File: src/rtl/fetch_ctrl_pkg.sv
// Shared types and defaults for the fetch-stage sequencer.
package fetch_ctrl_pkg;

  localparam int unsigned DefAddrW   = 16;
  localparam int unsigned DefInstrW  = 16;
  localparam logic [15:0] DefResetPc = 16'h0000;
  localparam logic [15:0] DefNop     = 16'h0000;

  typedef enum logic [2:0] {
    StIdle,
    StFetch,
    StHold,
    StDrain,
    StHalt
  } fetch_state_e;

  // States in which a memory request is being presented.
  function automatic logic state_has_req(fetch_state_e s);
    return (s == StFetch) || (s == StDrain);
  endfunction

endpackage

File: src/rtl/fetch_ctrl_if.sv
// Instruction-memory req/ack channel between the fetch stage and imem.
interface fetch_ctrl_if #(
  parameter int unsigned ADDR_W  = 16,
  parameter int unsigned INSTR_W = 16
);

  logic               imem_req;
  logic [ADDR_W-1:0]  imem_addr;
  logic               imem_ack;
  logic [INSTR_W-1:0] imem_rdata;

  modport master (
    output imem_req,
    output imem_addr,
    input  imem_ack,
    input  imem_rdata
  );

  modport slave (
    input  imem_req,
    input  imem_addr,
    output imem_ack,
    output imem_rdata
  );

endinterface

File: src/rtl/fetch_hold_buf.sv
// One-entry buffer parking an instruction fetched while decode is stalled.
module fetch_hold_buf #(
  parameter int unsigned ADDR_W  = 16,
  parameter int unsigned INSTR_W = 16
) (
  input  logic               clk,
  input  logic               rst,
  input  logic               i_load,
  input  logic               i_clear,
  input  logic               i_drain,
  input  logic [INSTR_W-1:0] i_instr,
  input  logic [ADDR_W-1:0]  i_pc,
  output logic               o_valid,
  output logic [INSTR_W-1:0] o_instr,
  output logic [ADDR_W-1:0]  o_pc
);

  logic               r_valid;
  logic [INSTR_W-1:0] r_instr;
  logic [ADDR_W-1:0]  r_pc;

  // Clear (redirect/halt) wins over a same-cycle load.
  always_ff @(posedge clk) begin
    if (rst) begin
      r_valid <= 1'b0;
      r_instr <= '0;
      r_pc    <= '0;
    end else if (i_clear) begin
      r_valid <= 1'b0;
    end else if (i_load) begin
      r_valid <= 1'b1;
      r_instr <= i_instr;
      r_pc    <= i_pc;
    end else if (i_drain) begin
      r_valid <= 1'b0;
    end
  end

  assign o_valid = r_valid;
  assign o_instr = r_instr;
  assign o_pc    = r_pc;

endmodule

File: src/rtl/fetch_ctrl.sv
// Fetch-stage sequencer: owns the PC, runs the imem handshake, and feeds IF/ID.
module fetch_ctrl
  import fetch_ctrl_pkg::*;
#(
  parameter int unsigned        ADDR_W   = DefAddrW,
  parameter int unsigned        INSTR_W  = DefInstrW,
  parameter logic [ADDR_W-1:0]  RESET_PC = ADDR_W'(DefResetPc),
  parameter logic [INSTR_W-1:0] NOP      = INSTR_W'(DefNop)
) (
  input  logic               clk,
  input  logic               rst,
  input  logic               hz_stall,
  input  logic               br_taken,
  input  logic [ADDR_W-1:0]  br_target,
  input  logic               halt,
  fetch_ctrl_if.master       imem,
  output logic               ifid_valid,
  output logic [INSTR_W-1:0] ifid_instr,
  output logic [ADDR_W-1:0]  ifid_pc,
  output logic               flush,
  output logic               halted
);

  fetch_state_e       r_state, w_state_nxt;
  logic [ADDR_W-1:0]  r_pc, w_pc_nxt;
  logic [ADDR_W-1:0]  r_drain_addr, w_drain_addr_nxt;
  logic               r_halt_pend, w_halt_pend_nxt;
  logic               r_ifid_valid, w_ifid_valid_nxt;
  logic [INSTR_W-1:0] r_ifid_instr, w_ifid_instr_nxt;
  logic [ADDR_W-1:0]  r_ifid_pc, w_ifid_pc_nxt;

  logic               w_req, w_ack, w_flush;
  logic               w_hb_load, w_hb_clear, w_hb_drain, w_hb_valid;
  logic [INSTR_W-1:0] w_hb_instr;
  logic [ADDR_W-1:0]  w_hb_pc;
  logic [ADDR_W-1:0]  w_pc_inc;

  assign w_req    = state_has_req(r_state);
  assign w_ack    = w_req & imem.imem_ack;
  assign w_pc_inc = r_pc + ADDR_W'(1);

  // While draining, the abandoned request keeps its original address.
  assign imem.imem_req  = w_req;
  assign imem.imem_addr = (r_state == StDrain) ? r_drain_addr : r_pc;

  fetch_hold_buf #(
    .ADDR_W  (ADDR_W),
    .INSTR_W (INSTR_W)
  ) u_hold_buf (
    .clk     (clk),
    .rst     (rst),
    .i_load  (w_hb_load),
    .i_clear (w_hb_clear),
    .i_drain (w_hb_drain),
    .i_instr (imem.imem_rdata),
    .i_pc    (r_pc),
    .o_valid (w_hb_valid),
    .o_instr (w_hb_instr),
    .o_pc    (w_hb_pc)
  );

  always_comb begin
    w_state_nxt      = r_state;
    w_pc_nxt         = r_pc;
    w_drain_addr_nxt = r_drain_addr;
    w_halt_pend_nxt  = r_halt_pend;
    w_ifid_valid_nxt = r_ifid_valid;
    w_ifid_instr_nxt = r_ifid_instr;
    w_ifid_pc_nxt    = r_ifid_pc;
    w_hb_load        = 1'b0;
    w_hb_clear       = 1'b0;
    w_hb_drain       = 1'b0;
    w_flush          = 1'b0;

    case (r_state)
      StIdle: w_state_nxt = StFetch;

      StFetch: begin
        if (br_taken) begin
          w_flush          = 1'b1;
          w_pc_nxt         = br_target;
          w_ifid_valid_nxt = 1'b0;
          w_hb_clear       = 1'b1;
          w_halt_pend_nxt  = 1'b0;
          if (!w_ack) begin
            w_state_nxt      = StDrain;
            w_drain_addr_nxt = r_pc;
          end
        end else if (hz_stall) begin
          if (w_ack) begin
            w_hb_load   = 1'b1;
            w_pc_nxt    = w_pc_inc;
            w_state_nxt = StHold;
          end
        end else if (halt) begin
          w_ifid_valid_nxt = 1'b0;
          if (w_ack) begin
            w_state_nxt = StHalt;
          end else begin
            w_state_nxt      = StDrain;
            w_drain_addr_nxt = r_pc;
            w_halt_pend_nxt  = 1'b1;
          end
        end else if (w_ack) begin
          w_ifid_valid_nxt = 1'b1;
          w_ifid_instr_nxt = imem.imem_rdata;
          w_ifid_pc_nxt    = r_pc;
          w_pc_nxt         = w_pc_inc;
        end else begin
          w_ifid_valid_nxt = 1'b0;
        end
      end

      StHold: begin
        if (br_taken) begin
          w_flush          = 1'b1;
          w_pc_nxt         = br_target;
          w_ifid_valid_nxt = 1'b0;
          w_hb_clear       = 1'b1;
          w_halt_pend_nxt  = 1'b0;
          w_state_nxt      = StFetch;
        end else if (!hz_stall) begin
          if (halt) begin
            w_ifid_valid_nxt = 1'b0;
            w_hb_clear       = 1'b1;
            w_state_nxt      = StHalt;
          end else begin
            w_ifid_valid_nxt = w_hb_valid;
            w_ifid_instr_nxt = w_hb_instr;
            w_ifid_pc_nxt    = w_hb_pc;
            w_hb_drain       = 1'b1;
            w_state_nxt      = StFetch;
          end
        end
      end

      StDrain: begin
        if (br_taken) begin
          // The flush also kills any halt still sitting in ID, so drop the pending halt.
          w_flush          = 1'b1;
          w_pc_nxt         = br_target;
          w_ifid_valid_nxt = 1'b0;
          w_hb_clear       = 1'b1;
          w_halt_pend_nxt  = 1'b0;
          if (w_ack) w_state_nxt = StFetch;
        end else begin
          if (halt && !hz_stall) w_halt_pend_nxt = 1'b1;
          if (w_ack) begin
            w_halt_pend_nxt = 1'b0;
            w_state_nxt     = (r_halt_pend || (halt && !hz_stall)) ? StHalt : StFetch;
          end
        end
      end

      StHalt: w_ifid_valid_nxt = 1'b0;

      default: w_state_nxt = StIdle;
    endcase

    if (!w_ifid_valid_nxt) w_ifid_instr_nxt = NOP;
  end

  always_ff @(posedge clk) begin
    if (rst) begin
      r_state      <= StIdle;
      r_pc         <= RESET_PC;
      r_drain_addr <= '0;
      r_halt_pend  <= 1'b0;
      r_ifid_valid <= 1'b0;
      r_ifid_instr <= NOP;
      r_ifid_pc    <= '0;
    end else begin
      r_state      <= w_state_nxt;
      r_pc         <= w_pc_nxt;
      r_drain_addr <= w_drain_addr_nxt;
      r_halt_pend  <= w_halt_pend_nxt;
      r_ifid_valid <= w_ifid_valid_nxt;
      r_ifid_instr <= w_ifid_instr_nxt;
      r_ifid_pc    <= w_ifid_pc_nxt;
    end
  end

  assign ifid_valid = r_ifid_valid;
  assign ifid_instr = r_ifid_instr;
  assign ifid_pc    = r_ifid_pc;
  assign flush      = w_flush;
  assign halted     = (r_state == StHalt);

endmodule

File: src/flat_wrapper.sv
// flat-port wrapper written by rule: the top's interface ports become plain ports
module fetch_ctrl_flat import fetch_ctrl_pkg::*;
#(
  parameter int unsigned        ADDR_W   = DefAddrW,
  parameter int unsigned        INSTR_W  = DefInstrW,
  parameter logic [ADDR_W-1:0]  RESET_PC = ADDR_W'(DefResetPc),
  parameter logic [INSTR_W-1:0] NOP      = INSTR_W'(DefNop)
)
  (clk, rst, hz_stall, br_taken, br_target, halt, ifid_valid, ifid_instr, ifid_pc, flush, halted, imem_imem_req, imem_imem_addr, imem_imem_ack, imem_imem_rdata);
  fetch_ctrl_if #(.ADDR_W(ADDR_W), .INSTR_W(INSTR_W)) imem_i ();
  input  logic clk;
  input  logic rst;
  input  logic hz_stall;
  input  logic br_taken;
  input  logic [ADDR_W-1:0] br_target;
  input  logic halt;
  output logic ifid_valid;
  output logic [INSTR_W-1:0] ifid_instr;
  output logic [ADDR_W-1:0] ifid_pc;
  output logic flush;
  output logic halted;
  output wire logic [$bits(imem_i.imem_req)-1:0] imem_imem_req;
  output wire logic [$bits(imem_i.imem_addr)-1:0] imem_imem_addr;
  input wire logic [$bits(imem_i.imem_ack)-1:0] imem_imem_ack;
  input wire logic [$bits(imem_i.imem_rdata)-1:0] imem_imem_rdata;
  assign imem_imem_req = imem_i.imem_req;
  assign imem_imem_addr = imem_i.imem_addr;
  assign imem_i.imem_ack = imem_imem_ack;
  assign imem_i.imem_rdata = imem_imem_rdata;
  fetch_ctrl #(.ADDR_W(ADDR_W), .INSTR_W(INSTR_W), .RESET_PC(RESET_PC), .NOP(NOP)) u_core (.clk(clk), .rst(rst), .hz_stall(hz_stall), .br_taken(br_taken), .br_target(br_target), .halt(halt), .imem(imem_i), .ifid_valid(ifid_valid), .ifid_instr(ifid_instr), .ifid_pc(ifid_pc), .flush(flush), .halted(halted));
endmodule
File: config.mk
export PLATFORM = sky130hd
export DESIGN_NAME = fetch_ctrl_flat
export DESIGN_NICKNAME = d
export VERILOG_FILES = /design/src/rtl/fetch_ctrl_pkg.sv /design/src/rtl/fetch_ctrl_if.sv /design/src/rtl/fetch_hold_buf.sv /design/src/rtl/fetch_ctrl.sv /design/src/flat_wrapper.sv
export SDC_FILE = /design/constraint.sdc
export NUM_CORES = 1
export LEC_CHECK = 0
export BUFFER_PORTS_ARGS = -buffer_cell sky130_fd_sc_hd__buf_2
export CORE_MARGIN = 4
export CORE_UTILIZATION = 52
export CTS_BUF_LIST = sky130_fd_sc_hd__clkbuf_2 sky130_fd_sc_hd__clkbuf_4 sky130_fd_sc_hd__clkbuf_8
export DETAILED_ROUTE_END_ITERATION = 12
export PLACE_DENSITY = 0.8
export SLEW_MARGIN = 30
export SYNTH_ARGS = -nofsm -noshare
export SYNTH_HDL_FRONTEND = slang
export SYNTH_SLANG_ARGS = --single-unit
export TNS_END_PERCENT = 30
File: constraint.sdc
create_clock -name clk -period 1.7 [get_ports clk]
set_clock_uncertainty 0.05 [all_clocks]
set_input_delay 0.085 -clock clk [delete_from_list [all_inputs] [get_ports clk]]
set_output_delay 0.085 -clock clk [all_outputs]
set_load 0.1 [all_outputs]
# Yosys cells after proc, flatten, opt, wreduce, memory -nomap -nowiden

Index checks and enable logic that the tools add are counted.

Register bits after elaboration: 102
Input port bits: 38
Logic and storage cells: 134

$add $sub $neg: 1
Eq/ne operators: 24
Mux-type cells: 74
Bitwise operators: 4
Reduce and logical (&&, ||, !) cells: 21

Operator list:

| kind                  | number |
|---|---|
| $mux 16               | 24 |
| $pmux 16 s2           | 3 |
| $mux 3                | 13 |
| $mux 1                | 30 |
| $add 16x1->16 const B | 1 |
| $ne 3x3->1 const B    | 5 |
| $pmux 3 s5            | 1 |
| $ne 2x2->1 const B    | 7 |
| $reduce_and 6->1      | 2 |
| $ne 2x1->1 const B    | 4 |
| $ne 4x3->1 const B    | 2 |
| $ne 4x4->1 const B    | 2 |
| $reduce_and 8->1      | 1 |
| $reduce_bool 2->1     | 4 |
| $reduce_or 2->1       | 4 |
| $eq 3x2->1 const B    | 2 |
| $reduce_and 3->1      | 2 |
| $pmux 1 s4            | 1 |
| $eq 3x1->1 const B    | 1 |
| $eq 3x3->1 const B    | 1 |
| $logic_not 3->1       | 1 |
| $not 1->1             | 3 |
| $pmux 1 s3            | 1 |
| $reduce_bool 3->1     | 1 |
| other kinds (7)       | 8 |

# Depth between registers and ports, before layout

Gate-level depths: netlist (run 1).

Depth in word-level cells: 10
Gate-level depth with buffers: 8

# Cells and area by module

A second synthesis (run 1) with hierarchy kept.

Cell total of the unflattened synthesis: 592
Area, all modules: 5231.3 um2

Modules (own cells, without submodules):

| module         | instances | cells an instance | area each (um2) | seq. area each (um2) |
|---|---|---|---|---|
| fetch_ctrl     | 1         | 443               | 3731.1          | 1381.3 |
| fetch_hold_buf | 1         | 149               | 1500.2          | 660.6 |

# Least setup slack after synthesis (run 1)

No wires, ideal clock.

Path kind: register to output
From: register u_core.r_state[2]
To: output flush
Arrival: 2.663 ns
Required time: 1.565 ns
Slack: -1.098 ns
Cell stages (with the launch flop): 4
Path buffers: 2
Cells stage by stage: dfxtp_1 -> buf_6 -> clkbuf_1 -> nor3_1

Word-level cells in the longest chain between the ends: 3
Elaborated cells between the ends (all ways): 5

RTL lines:

| what                                            | line               | source |
|---|---|---|
| start: declaration                              | fetch_ctrl.sv:24   | `fetch_state_e r_state, w_state_nxt;` |
| start signal: assignment                        | fetch_ctrl.sv:165  | `r_state <= StIdle;` |
| start signal: assignment                        | fetch_ctrl.sv:173  | `r_state <= w_state_nxt;` |
| $eq 3x2->1 / $eq 3x1->1 (equally long branches) | fetch_ctrl.sv:75   | `case (r_state)` |
| $reduce_or 3->1 (no source line) (*)            | n/a                |  |
| $mux 1 (*)                                      | n/a                |  |
| end: declaration                                | flat_wrapper.sv:20 | `output logic flush;` |

Every way passes the cells marked *; elsewhere a longest branch is shown, timed or not.

# Final worst setup path (run 1)

From: register u_core.r_state[2]
To: register u_core.r_ifid_instr[10] (netlist: u_core.ifid_instr[10])

Word-level cells in the longest chain between the ends: 10
Elaborated cells between the ends (all ways): 23

RTL lines:

| what                                            | line                                   | source |
|---|---|---|
| $eq 3x1->1 / $eq 3x2->1 (equally long branches) | fetch_ctrl_pkg.sv:19, fetch_ctrl.sv:75 |  |
| $logic_or 1x1->1                                | fetch_ctrl_pkg.sv:19                   | `return (s == StFetch) \|\| (s == StDrain);` |
| $and 1x1->1                                     | fetch_ctrl.sv:39                       | `assign w_ack = w_req & imem.imem_ack;` |
| $mux 1                                          | fetch_ctrl.sv:104                      | `end else if (w_ack) begin` |
| $mux 1                                          | fetch_ctrl.sv:95                       | `end else if (halt) begin` |
| $mux 1                                          | fetch_ctrl.sv:89                       | `end else if (hz_stall) begin` |
| $mux 1                                          | fetch_ctrl.sv:79                       | `if (br_taken) begin` |
| $pmux 1 s4                                      | fetch_ctrl.sv:75                       |  |
| $not 1->1 (no source line)                      | n/a                                    |  |
| $reduce_or 2->1 (no source line)                | n/a                                    |  |
| end signal: assignment                          | fetch_ctrl.sv:178                      | `r_ifid_instr <= w_ifid_instr_nxt;` |
| end: declaration                                | fetch_ctrl.sv:29                       | `logic [INSTR_W-1:0] r_ifid_instr, w_ifid_instr_nxt;` |

Several ways; a longest one is shown, not always the timed one.
A chain may end at the register's enable or synchronous reset.

==> results of run 1 <==
[placed cells by master (no fill, tap or decap), types with 4 or more instances in the layout]
cell type | synthesis | routed
dlygate4sd3_1 | 0 | 21
a211oi_2 | 9 | 21
mux2i_2 | 0 | 11
mux2_4 | 0 | 16
and2_1 | 6 | 4
a21oi_1 | 53 | 49
mux2i_4 | 0 | 5
nand3_1 | 7 | 7
nand2_1 | 91 | 89
a211oi_1 | 25 | 13
nor2b_1 | 7 | 6
mux2i_1 | 46 | 30
a31oi_1 | 4 | 4
inv_1 | 5 | 5
nor2_1 | 75 | 67
buf_2 | 21 | 70
a22oi_1 | 4 | 4
buf_12 | 0 | 28
dfxtp_1 | 102 | 97
nor2_2 | 0 | 7
buf_4 | 1 | 52
o21ai_0 | 18 | 17
nand2b_1 | 5 | 4
clkbuf_8 | 0 | 9
[report_power, final]
group	internal [mW]	total, mW	switching, mW
clock	0.703	1.63	0.925
combinational	0.633	1.55	0.918
sequential	2.46	2.53	0.0738
[state kept, by name, indices dropped and copies added, names as in the netlist]
name	count
u_core.ifid_instr	16
u_core.ifid_pc	16
u_core.r_drain_addr	16
u_core.r_pc	16
u_core.u_hold_buf.o_instr	16
u_core.u_hold_buf.o_pc	16
u_core.r_state	3
u_core.ifid_valid	1
u_core.r_halt_pend	1
u_core.u_hold_buf.o_valid	1
[repair_timing]
action / in CTS / in global routing
gates resized for setup: 31 / 58
gates cloned: 5 / 3
setup endpoints to repair: 43 / 68
setup buffers: 4 / 4
endpoints found under the hold margin: 21 / 0
hold buffers: 21 / 0
pin swaps: 5 / 24
[worst max-delay path, delay by kind of cell (launching register included)]
| kind | cells | cell delay, ns |
|---|---|---|
| buf+inv | 4 | 0.63 |
| flops | 1 | 0.34 |
| simple gates | 1 | 0.28 |
| mux | 1 | 0.27 |
| compound gates | 1 | 0.11 |
[worst paths after layout]
kind | start | to | slack [ns] | cells after the start
min reg2reg | u_core.u_hold_buf.o_pc[4]$_SDFFE_PP0P_ | u_core.u_hold_buf.o_pc[4]$_SDFFE_PP0P_ | 0.42 | 2
max reg2reg | u_core.r_state[2]$_SDFFE_PP0P_ | u_core.ifid_instr[10]$_SDFFE_PP0P_ | -0.1 | 7
max | u_core.r_state[2]$_SDFFE_PP0P_ | u_core.ifid_instr[10]$_SDFFE_PP0P_ | -0.1 | 7
min | br_target[0] | u_core.r_pc[0]$_SDFFE_PP0P_ | 0.03 | 4
[kinds of logic (layout without fill, tap and decap cells)]
logic type | after synthesis | after routing | synth area share [%]
simple gates | 219 | 220 | 19.7
compound gates | 139 | 139 | 19.0
flops | 102 | 102 | 41.8
mux | 62 | 62 | 13.1
buf+inv | 60 | 205 | 6.03
fa+ha+maj | 1 | 1 | 0.256
[area by class of cell]
cell class | count | share of cell area [%]
Multi-Input combinational cell | 422 | 41.2
Sequential cell | 102 | 28.9
Timing Repair Buffer | 183 | 24.6
Tap cell | 111 | 1.95
Clock buffer | 9 | 1.74
Clock inverter | 7 | 1.13
Inverter | 6 | 0.493
[per-layer routing]
| layer | GRT usage [%] | vias to the layer above | part of all wire (%) |
|---|---|---|---|
| li1 | - | 2320 | - |
| met1 | 33.2 | 2327 | 40 |
| met3 | 4.32 | 58 | 7.0 |
| met4 | 7.50 | 0 | 3.5 |
| met2 | 44.4 | 306 | 49 |
| met5 | 0 | - | 0 |
==> flow_metrics.env, run 1 <==
export IMPL_status="finished with violations"
export IMPL_violations="setup timing"
export IMPL_dr_pass1_iters=6
export IMPL_synth_common_cells="dfxtp_1, nand2_1, nor2_1"
export IMPL_post_synth_instance_area_um2=4880
export IMPL_syn2layout_area_growth_pct=45.6
export IMPL_postLayoutCellArea_um2=7110
export IMPL_path_clk_slew_ns=0.10
export IMPL_cts_buffers=9
export IMPL_grt_antenna_before_repair=0
export IMPL_rows=35
export IMPL_crit_fanout=7
export IMPL_max_freq_mhz=557
export IMPL_root_buffer="clkbuf_8"
export IMPL_grt_pass1_wl_um=23300
export IMPL_grtUsageTotal_pct=25.8
export IMPL_maxSlewViolCount=0
export IMPL_place_hpwl_um=9120
export IMPL_rsz0062_at_grt="true"
export IMPL_synthCells=583
export IMPL_wl_per_cell_um=18.7
export IMPL_final_nets=763
export IMPL_wl_um=15700
export IMPL_viasPerCell=5.97
export IMPL_cts_tree="built"
export IMPL_placed_cell_area_um2=6110
export IMPL_placed_cells=788
export IMPL_utilization_pct=77.3
export IMPL_holdWs_ns=0.0297
export IMPL_hold_viol_final=0
export IMPL_crit_type="reg -> reg"
export IMPL_cts_sinks=102
export IMPL_fin_total_pwr_mw=5.71
export IMPL_final_setup_worst_slack_ns=-0.0964
export IMPL_fill_cells=582
export IMPL_min_period_over_period_pct=106
export IMPL_synth_seq_cells=102
export IMPL_die_h_um=105
export IMPL_num_vias=5011
export IMPL_ys_flop_type="dfxtp_1"
export IMPL_start_util_pct=53.1
export IMPL_slew_headroom_pct=65.3
export IMPL_routabilityCongestion=0.891
export IMPL_cap_violations=0
export IMPL_period_needed_ns=1.80
export IMPL_grt_pass1_vias=4715
export IMPL_cts_buffer_depth=2
export IMPL_route_detailed_drc=0
export IMPL_setup_viol=47
export IMPL_drtIter0Drc=369
export IMPL_yosysTopAreaCellShare_pct=41.8
export IMPL_yosysMostFrequentCell="dfxtp_1"
export IMPL_ys_seq_area_share_pct=41.8
export IMPL_setup_worst_path_start_class="flop"
export IMPL_slowest_delay_ns=0.34
export IMPL_path_common_cell="buf_6"
export IMPL_async_flop_share_pct=0
export IMPL_ys_top_cells_by_area="dfxtp_1, mux2i_1, nand2_1"
export IMPL_pwr_density_cell_nw_per_um2=803
export IMPL_ir_drop_mv=0.455
export IMPL_syn_area_per_cell_um2=8.37
export IMPL_grt_max_degree=44
export IMPL_coreArea_um2=9200
export IMPL_worstPathRequired_ns=1.91
export IMPL_ys_types=57
export IMPL_clk_latency_ns=0.38
export IMPL_drive_gt1_share_pct=36.9
export IMPL_io_pins=90
export IMPL_synth_edff_count=0
export IMPL_worst_pin_slew_ns=0.524
export IMPL_setup_tns_ns=-1.72
export IMPL_dieWidth_um=105
export IMPL_stdcell_count=840
export IMPL_cp_slowest_cell="dfxtp_2"
export IMPL_multi_input_area_um2=2920
export IMPL_yosysWarnings=0
export IMPL_grt_overflow_total=0
export IMPL_h_tree_depth=3
export IMPL_ant_nets=0
export IMPL_port_buffers=89
export IMPL_crit_chain="buf_6, buf_6, nor3b_4, buf_6, buf_12, mux2i_1, a211oi_2"
export IMPL_die_area_um2=11000
export IMPL_syn_num_nets=622
export IMPL_place_ws_ns=-0.138
export IMPL_power_leakage_nw=2.84
export IMPL_arrival_ns=2.01
export IMPL_end_kind="flop"
export IMPL_ff_latch_area_um2=2060
export IMPL_yosys_area_top_type="dfxtp_1"
export IMPL_n_antenna_cell=0
export IMPL_min_path_type="in -> reg"
Note: power is estimated with default switching activity, not from simulation.
==> run 2: changes to the inputs <==
--- a/config.mk
+++ b/config.mk
@@ -6,7 +6,7 @@
 export NUM_CORES = 1
 export LEC_CHECK = 0
 export BUFFER_PORTS_ARGS = -buffer_cell sky130_fd_sc_hd__buf_2
-export CORE_MARGIN = 4
+export CORE_MARGIN = 8
 export CORE_UTILIZATION = 52
 export CTS_BUF_LIST = sky130_fd_sc_hd__clkbuf_2 sky130_fd_sc_hd__clkbuf_4 sky130_fd_sc_hd__clkbuf_8
 export DETAILED_ROUTE_END_ITERATION = 12
==> flow_metrics.env, run 2 (same netlist as run 1, synthesis figures left out) <==
export IMPL_dr_pass1_iters=5
export IMPL_ir_drop_mv=0.677
export IMPL_path_clk_slew_ns=0.10
export IMPL_power_frac_seq_pct=46.7
export IMPL_arrival_ns=2.01
export IMPL_drtIter0Drc=294
export IMPL_worstPathRequired_ns=1.90
export IMPL_reg2reg_from="u_core.r_state[2]$_SDFFE_PP0P_"
export IMPL_root_buffer="clkbuf_8"
export IMPL_ff_latch_area_um2=2050
export IMPL_reg2reg_to="u_core.ifid_pc[7]$_SDFFE_PP0P_"
export IMPL_wl_um=14700
export IMPL_max_freq_mhz=551
export IMPL_start_util_pct=53.3
export IMPL_grt_max_degree=49
export IMPL_n_antenna_cell=0
export IMPL_grt_overflow_total=0
export IMPL_combPwrFrac_pct=27.1
export IMPL_fill_cells=634
export IMPL_violations="setup timing"
export IMPL_grt_antenna_before_repair=0
export IMPL_switchingPower_mw=1.81
export IMPL_maxSlewViolCount=0
export IMPL_worstHoldEndpoint="u_core.r_pc[10]$_SDFFE_PP0P_"
export IMPL_clkPwrFrac_pct=26.1
export IMPL_min_path_type="in -> reg"
export IMPL_drive_gt1_share_pct=33.4
export IMPL_mostFrequentLayoutCells="dfxtp_1, nand2_1, nor2_1, buf_2, buf_4"
export IMPL_setup_viol=57
export IMPL_pwr_density_cell_nw_per_um2=784
export IMPL_crit_fanout=14
export IMPL_port_buffers=89
export IMPL_coreArea_um2=9150
export IMPL_stdcell_count=838
export IMPL_switching_share_pct=33.5
export IMPL_worst_pin_slew_ns=0.718
export IMPL_final_nets=762
export IMPL_crit_type="reg -> reg"
export IMPL_place_hpwl_um=9210
export IMPL_ant_nets=0
export IMPL_dieWidth_um=113
export IMPL_cts_sinks=102
export IMPL_p_int_mw=3.58
export IMPL_multi_input_area_um2=2800
export IMPL_grt_pass1_wl_um=22800
export IMPL_period_needed_ns=1.82
export IMPL_die_area_um2=12700
export IMPL_min_period_over_period_pct=107
export IMPL_hold_viol_final=0
export IMPL_viasPerCell=5.69
export IMPL_io_pins=90
export IMPL_final_setup_worst_slack_ns=-0.116
export IMPL_slew_headroom_pct=52.0
export IMPL_holdWs_ns=0.0458
export IMPL_fin_total_pwr_mw=5.39
export IMPL_cap_violations=0
export IMPL_die_h_um=113
export IMPL_cts_buffer_depth=2
export IMPL_rrSetupSlack_ns=-0.12
export IMPL_hold_start="br_target[10]"
export IMPL_min_path_cells=4
export IMPL_grt_pass1_vias=4665
export IMPL_num_vias=4767
export IMPL_final_common_cell="dfxtp_1"
export IMPL_setup_tns_ns=-3.49
export IMPL_setup_worst_path_start_class="flop"
export IMPL_end_kind="flop"
export IMPL_placed_cells=783
export IMPL_cts_tree="built"
export IMPL_status="finished with violations"
export IMPL_power_leakage_nw=2.76
export IMPL_syn2layout_area_growth_pct=41.0
export IMPL_clk_latency_ns=0.37
export IMPL_route_detailed_drc=0
export IMPL_rsz0062_at_grt="true"
export IMPL_rows=35
export IMPL_cts_buffers=9
export IMPL_grtUsageTotal_pct=21.5
export IMPL_h_tree_depth=3
export IMPL_routabilityCongestion=0.875
export IMPL_worst_r2r_cell_count=7
export IMPL_wl_per_cell_um=17.5
run 2: cell count changes in the layout (fill, tap and decap cells not counted), moves of 4 or more:
cell	previous run	this run
mux2i_1	30	43
mux2i_2	11	3
nor2_2	7	1
a211oi_1	13	18
a211oi_2	21	16
mux2i_4	5	0
nor2_1	67	71
run 2: worst max-delay path, stage by stage, from the launching register on:
cell,delay (ns)
dfxtp_2,0.34
buf_4,0.14
buf_12,0.14
nor3b_4,0.25
buf_4,0.22
buf_4,0.14
mux2i_1,0.29
a211oi_2,0.12
run 2: power by group through the flow:
stage                     logic, mW  registers (mW)  clock network (mW)
after CTS                      1.40            2.51                1.43
after global routing           1.54            2.53                1.53
after floorplan               0.782            2.63                   0
after detailed placement       1.18            2.57                   0
final                          1.46            2.52                1.41
after global placement         1.16            2.56                   0
run 2: final cells by class:
type	instances	share of cell area, %
Multi-Input combinational cell	422	40.7
Sequential cell	102	29.8
Timing Repair Buffer	182	24.6
Tap cell	111	2.02
Clock buffer	9	1.80
Clock inverter	6	0.691
Inverter	6	0.400
run 2: repair_timing:
item                                    4_1_cts  5_1_grt
pin swaps                                     6       22
resized for setup                            94       28
endpoints found under the setup margin       83      113
hold buffers                                 23        0
hold endpoints to repair                     26        0
cloned                                        2        3
setup buffers                                 5        7
run 2: stage by stage:
step / setup WS, ns / util, % / cell area [um^2]
finish: -0.116 / 75.2 / 6880
global route: -0.164 / 75.2 / 6880
CTS: -0.105 / 72.4 / 6630
detailed placement: -0.204 / 63.5 / 5810
global placement: -0.154 / 63.4 / 5800
floorplan: -0.0688 / - / 4960
run 2: layer usage:
layer	GRT usage [%]	wire, um	up-vias
met4	5.51	189	0
met2	35.8	7260	194
li1	-	-	2314
met5	0	0	-
met3	6.71	1190	20
met1	26.5	6030	2239
run 2: worst max-delay path by stage:
| stage | start | end | slack (ns) | cells past startpoint |
|---|---|---|---|---|
| finish | u_core.r_state[2]$_SDFFE_PP0P_ | u_core.ifid_pc[7]$_SDFFE_PP0P_ | -0.12 | 7 |
| global route | u_core.r_state[2]$_SDFFE_PP0P_ | u_core.ifid_instr[0]$_SDFFE_PP0P_ | -0.16 | 9 |
| CTS | u_core.r_state[2]$_SDFFE_PP0P_ | imem_imem_addr[15] | -0.11 | 6 |
| detailed placement | u_core.r_state[1]$_SDFFE_PP0P_ | u_core.r_pc[6]$_SDFFE_PP0P_ | -0.20 | 7 |
| global placement | u_core.r_state[1]$_SDFFE_PP0P_ | u_core.r_pc[6]$_SDFFE_PP0P_ | -0.15 | 7 |
| floorplan | u_core.ifid_valid$_SDFF_PP0_ | u_core.ifid_instr[10]$_SDFFE_PP0P_ | -0.07 | 5 |
==> run 3: changes to the inputs <==
--- a/config.mk
+++ b/config.mk
@@ -7,10 +7,10 @@
 export LEC_CHECK = 0
 export BUFFER_PORTS_ARGS = -buffer_cell sky130_fd_sc_hd__buf_2
 export CORE_MARGIN = 8
-export CORE_UTILIZATION = 52
+export CORE_UTILIZATION = 58
 export CTS_BUF_LIST = sky130_fd_sc_hd__clkbuf_2 sky130_fd_sc_hd__clkbuf_4 sky130_fd_sc_hd__clkbuf_8
 export DETAILED_ROUTE_END_ITERATION = 12
-export PLACE_DENSITY = 0.8
+export PLACE_DENSITY = 0.85
 export SLEW_MARGIN = 30
 export SYNTH_ARGS = -nofsm -noshare
 export SYNTH_HDL_FRONTEND = slang
==> constraint.sdc (replaced) <==
create_clock -name clk -period 1.9 [get_ports clk]
set_clock_uncertainty 0.05 [all_clocks]
set_input_delay 0.095 -clock clk [delete_from_list [all_inputs] [get_ports clk]]
set_output_delay 0.095 -clock clk [all_outputs]
set_load 0.1 [all_outputs]
==> flow_metrics.env, run 3 (same netlist as run 1, synthesis figures left out) <==
export IMPL_wl_um=13100
export IMPL_slew_headroom_pct=51.4
export IMPL_min_path_type="in -> reg"
export IMPL_die_area_um2=11600
export IMPL_grt_max_degree=49
export IMPL_final_common_cell="dfxtp_1"
export IMPL_num_vias=4670
export IMPL_setup_viol=0
export IMPL_die_h_um=108
export IMPL_drtIter0Drc=347
export IMPL_postLayoutCellArea_um2=6350
export IMPL_switching_share_pct=32.2
export IMPL_port_buffers=89
export IMPL_cts_tree="built"
export IMPL_pwr_density_cell_nw_per_um2=758
export IMPL_coreArea_um2=8180
export IMPL_clk_latency_ns=0.37
export IMPL_routabilityCongestion=0.848
export IMPL_cts_buffers=9
export IMPL_cts_sinks=102
export IMPL_route_detailed_drc=0
export IMPL_grtUsageTotal_pct=22.7
export IMPL_clkPwrFrac_pct=29.0
export IMPL_p_int_mw=3.26
export IMPL_max_freq_mhz=543
export IMPL_fill_cells=528
export IMPL_worst_pin_slew_ns=0.727
export IMPL_root_buffer="clkbuf_8"
export IMPL_wl_per_cell_um=16.4
export IMPL_setup_worst_path_start_class="flop"
export IMPL_grt_pass1_wl_um=21800
export IMPL_final_nets=727
export IMPL_place_ws_ns=-0.0153
export IMPL_dieWidth_um=108
export IMPL_placed_cell_area_um2=5870
export IMPL_dr_wl_met3_um=1160
export IMPL_power_frac_seq_pct=47.0
export IMPL_met1Wirelength_um=5390
export IMPL_dr_max_layer_used="met4"
export IMPL_dr_pass1_iters=5
export IMPL_setup_tns_ns=0
export IMPL_switchingPower_mw=1.55
export IMPL_fin_total_pwr_mw=4.81
export IMPL_start_util_pct=59.7
export IMPL_h_tree_depth=3
export IMPL_ff_latch_area_um2=2050
export IMPL_worstPathRequired_ns=1.75
export IMPL_place_hpwl_um=8900
export IMPL_viasPerCell=5.85
export IMPL_rows=33
export IMPL_status="complete, no violations"
export IMPL_hold_viol_final=0
export IMPL_cap_violations=0
export IMPL_end_kind="output port"
export IMPL_ir_drop_mv=0.523
export IMPL_period_needed_ns=1.84
export IMPL_power_leakage_nw=2.52
export IMPL_crit_type="reg -> out"
export IMPL_grt_pass1_vias=4524
export IMPL_met2_length_um=6260
export IMPL_maxSlewViolCount=0
export IMPL_mostFrequentLayoutCells="dfxtp_1, nand2_1, nor2_1, buf_2, a21oi_1"
export IMPL_drive_gt1_share_pct=27.1
export IMPL_min_period_over_period_pct=96.9
export IMPL_final_setup_worst_slack_ns=0.0583
export IMPL_syn2layout_area_growth_pct=30.2
export IMPL_n_antenna_cell=0
export IMPL_multi_input_area_um2=2650
export IMPL_combPwrFrac_pct=24.0
export IMPL_grt_overflow_total=0
export IMPL_path_clk_slew_ns=0.10
export IMPL_ant_nets=0
export IMPL_crit_fanout=8
export IMPL_cts_buffer_depth=2
export IMPL_grt_antenna_before_repair=0
export IMPL_io_pins=90
export IMPL_arrival_ns=1.70
-- run 3: worst paths after layout --
kind	cells past startpoint	from	to	slack, ns
min	3	br_target[13]	u_core.r_pc[13]$_SDFFE_PP0P_	0.004
min reg2reg	2	u_core.u_hold_buf.o_pc[9]$_SDFFE_PP0P_	u_core.u_hold_buf.o_pc[9]$_SDFFE_PP0P_	0.41
max reg2reg	7	u_core.r_state[2]$_SDFFE_PP0P_	u_core.r_pc[6]$_SDFFE_PP0P_	0.08
max	6	u_core.r_state[0]$_SDFFE_PP0P_	imem_imem_addr[14]	0.06
-- run 3: power by group through the flow --
| stage | clock network, mW | registers [mW] | logic (mW) |
|---|---|---|---|
| floorplan | 0 | 2.35 | 0.690 |
| global placement | 0 | 2.30 | 1.06 |
| detailed placement | 0 | 2.30 | 1.09 |
| CTS | 1.41 | 2.26 | 1.14 |
| global route | 1.50 | 2.27 | 1.22 |
| finish | 1.40 | 2.26 | 1.15 |
-- run 3: metrics by stage --
| step | instances | hold WS, ns | util, % |
|---|---|---|---|
| after floorplan | 583 | 0.181 | - |
| after global placement | 761 | 0.297 | 71.7 |
| after detailed placement | 761 | 0.304 | 71.8 |
| after CTS | 798 | 0.0000469 | 77.5 |
| after global routing | 798 | 0.0120 | 77.7 |
| final | 798 | 0.00415 | 77.7 |
-- run 3: layout make-up --
class	instances	area share [%]
inverters	6	0.473
clock inverters	6	1.10
flip-flops and latches	102	32.2
clock buffers	10	2.07
repair buffers	148	20.4
well taps	105	2.07
multi-input cells	421	41.7
-- run 3: critical path, stage by stage (launching register included) --
cell and delay [ns]:
dfxtp_1 0.42, nand2b_4 0.10, inv_8 0.09, nand2_8 0.07, buf_12 0.15, mux2_4 0.32
buf_12 0.17
-- run 3: timing repair --
action	4_1_cts	5_1_grt
setup endpoints to repair	23	26
pin swaps	1	0
endpoints found under the hold margin	25	0
hold buffers	21	0
gates cloned	1	0
setup buffers	0	0
gates resized for setup	9	8
-- run 3: metal layers --
layer | global-route usage, % | vias up
met1 | 28.1 | 2177
met3 | 5.99 | 36
met2 | 37.0 | 221
met5 | 0 | -
met4 | 7.93 | 0
li1 | - | 2236
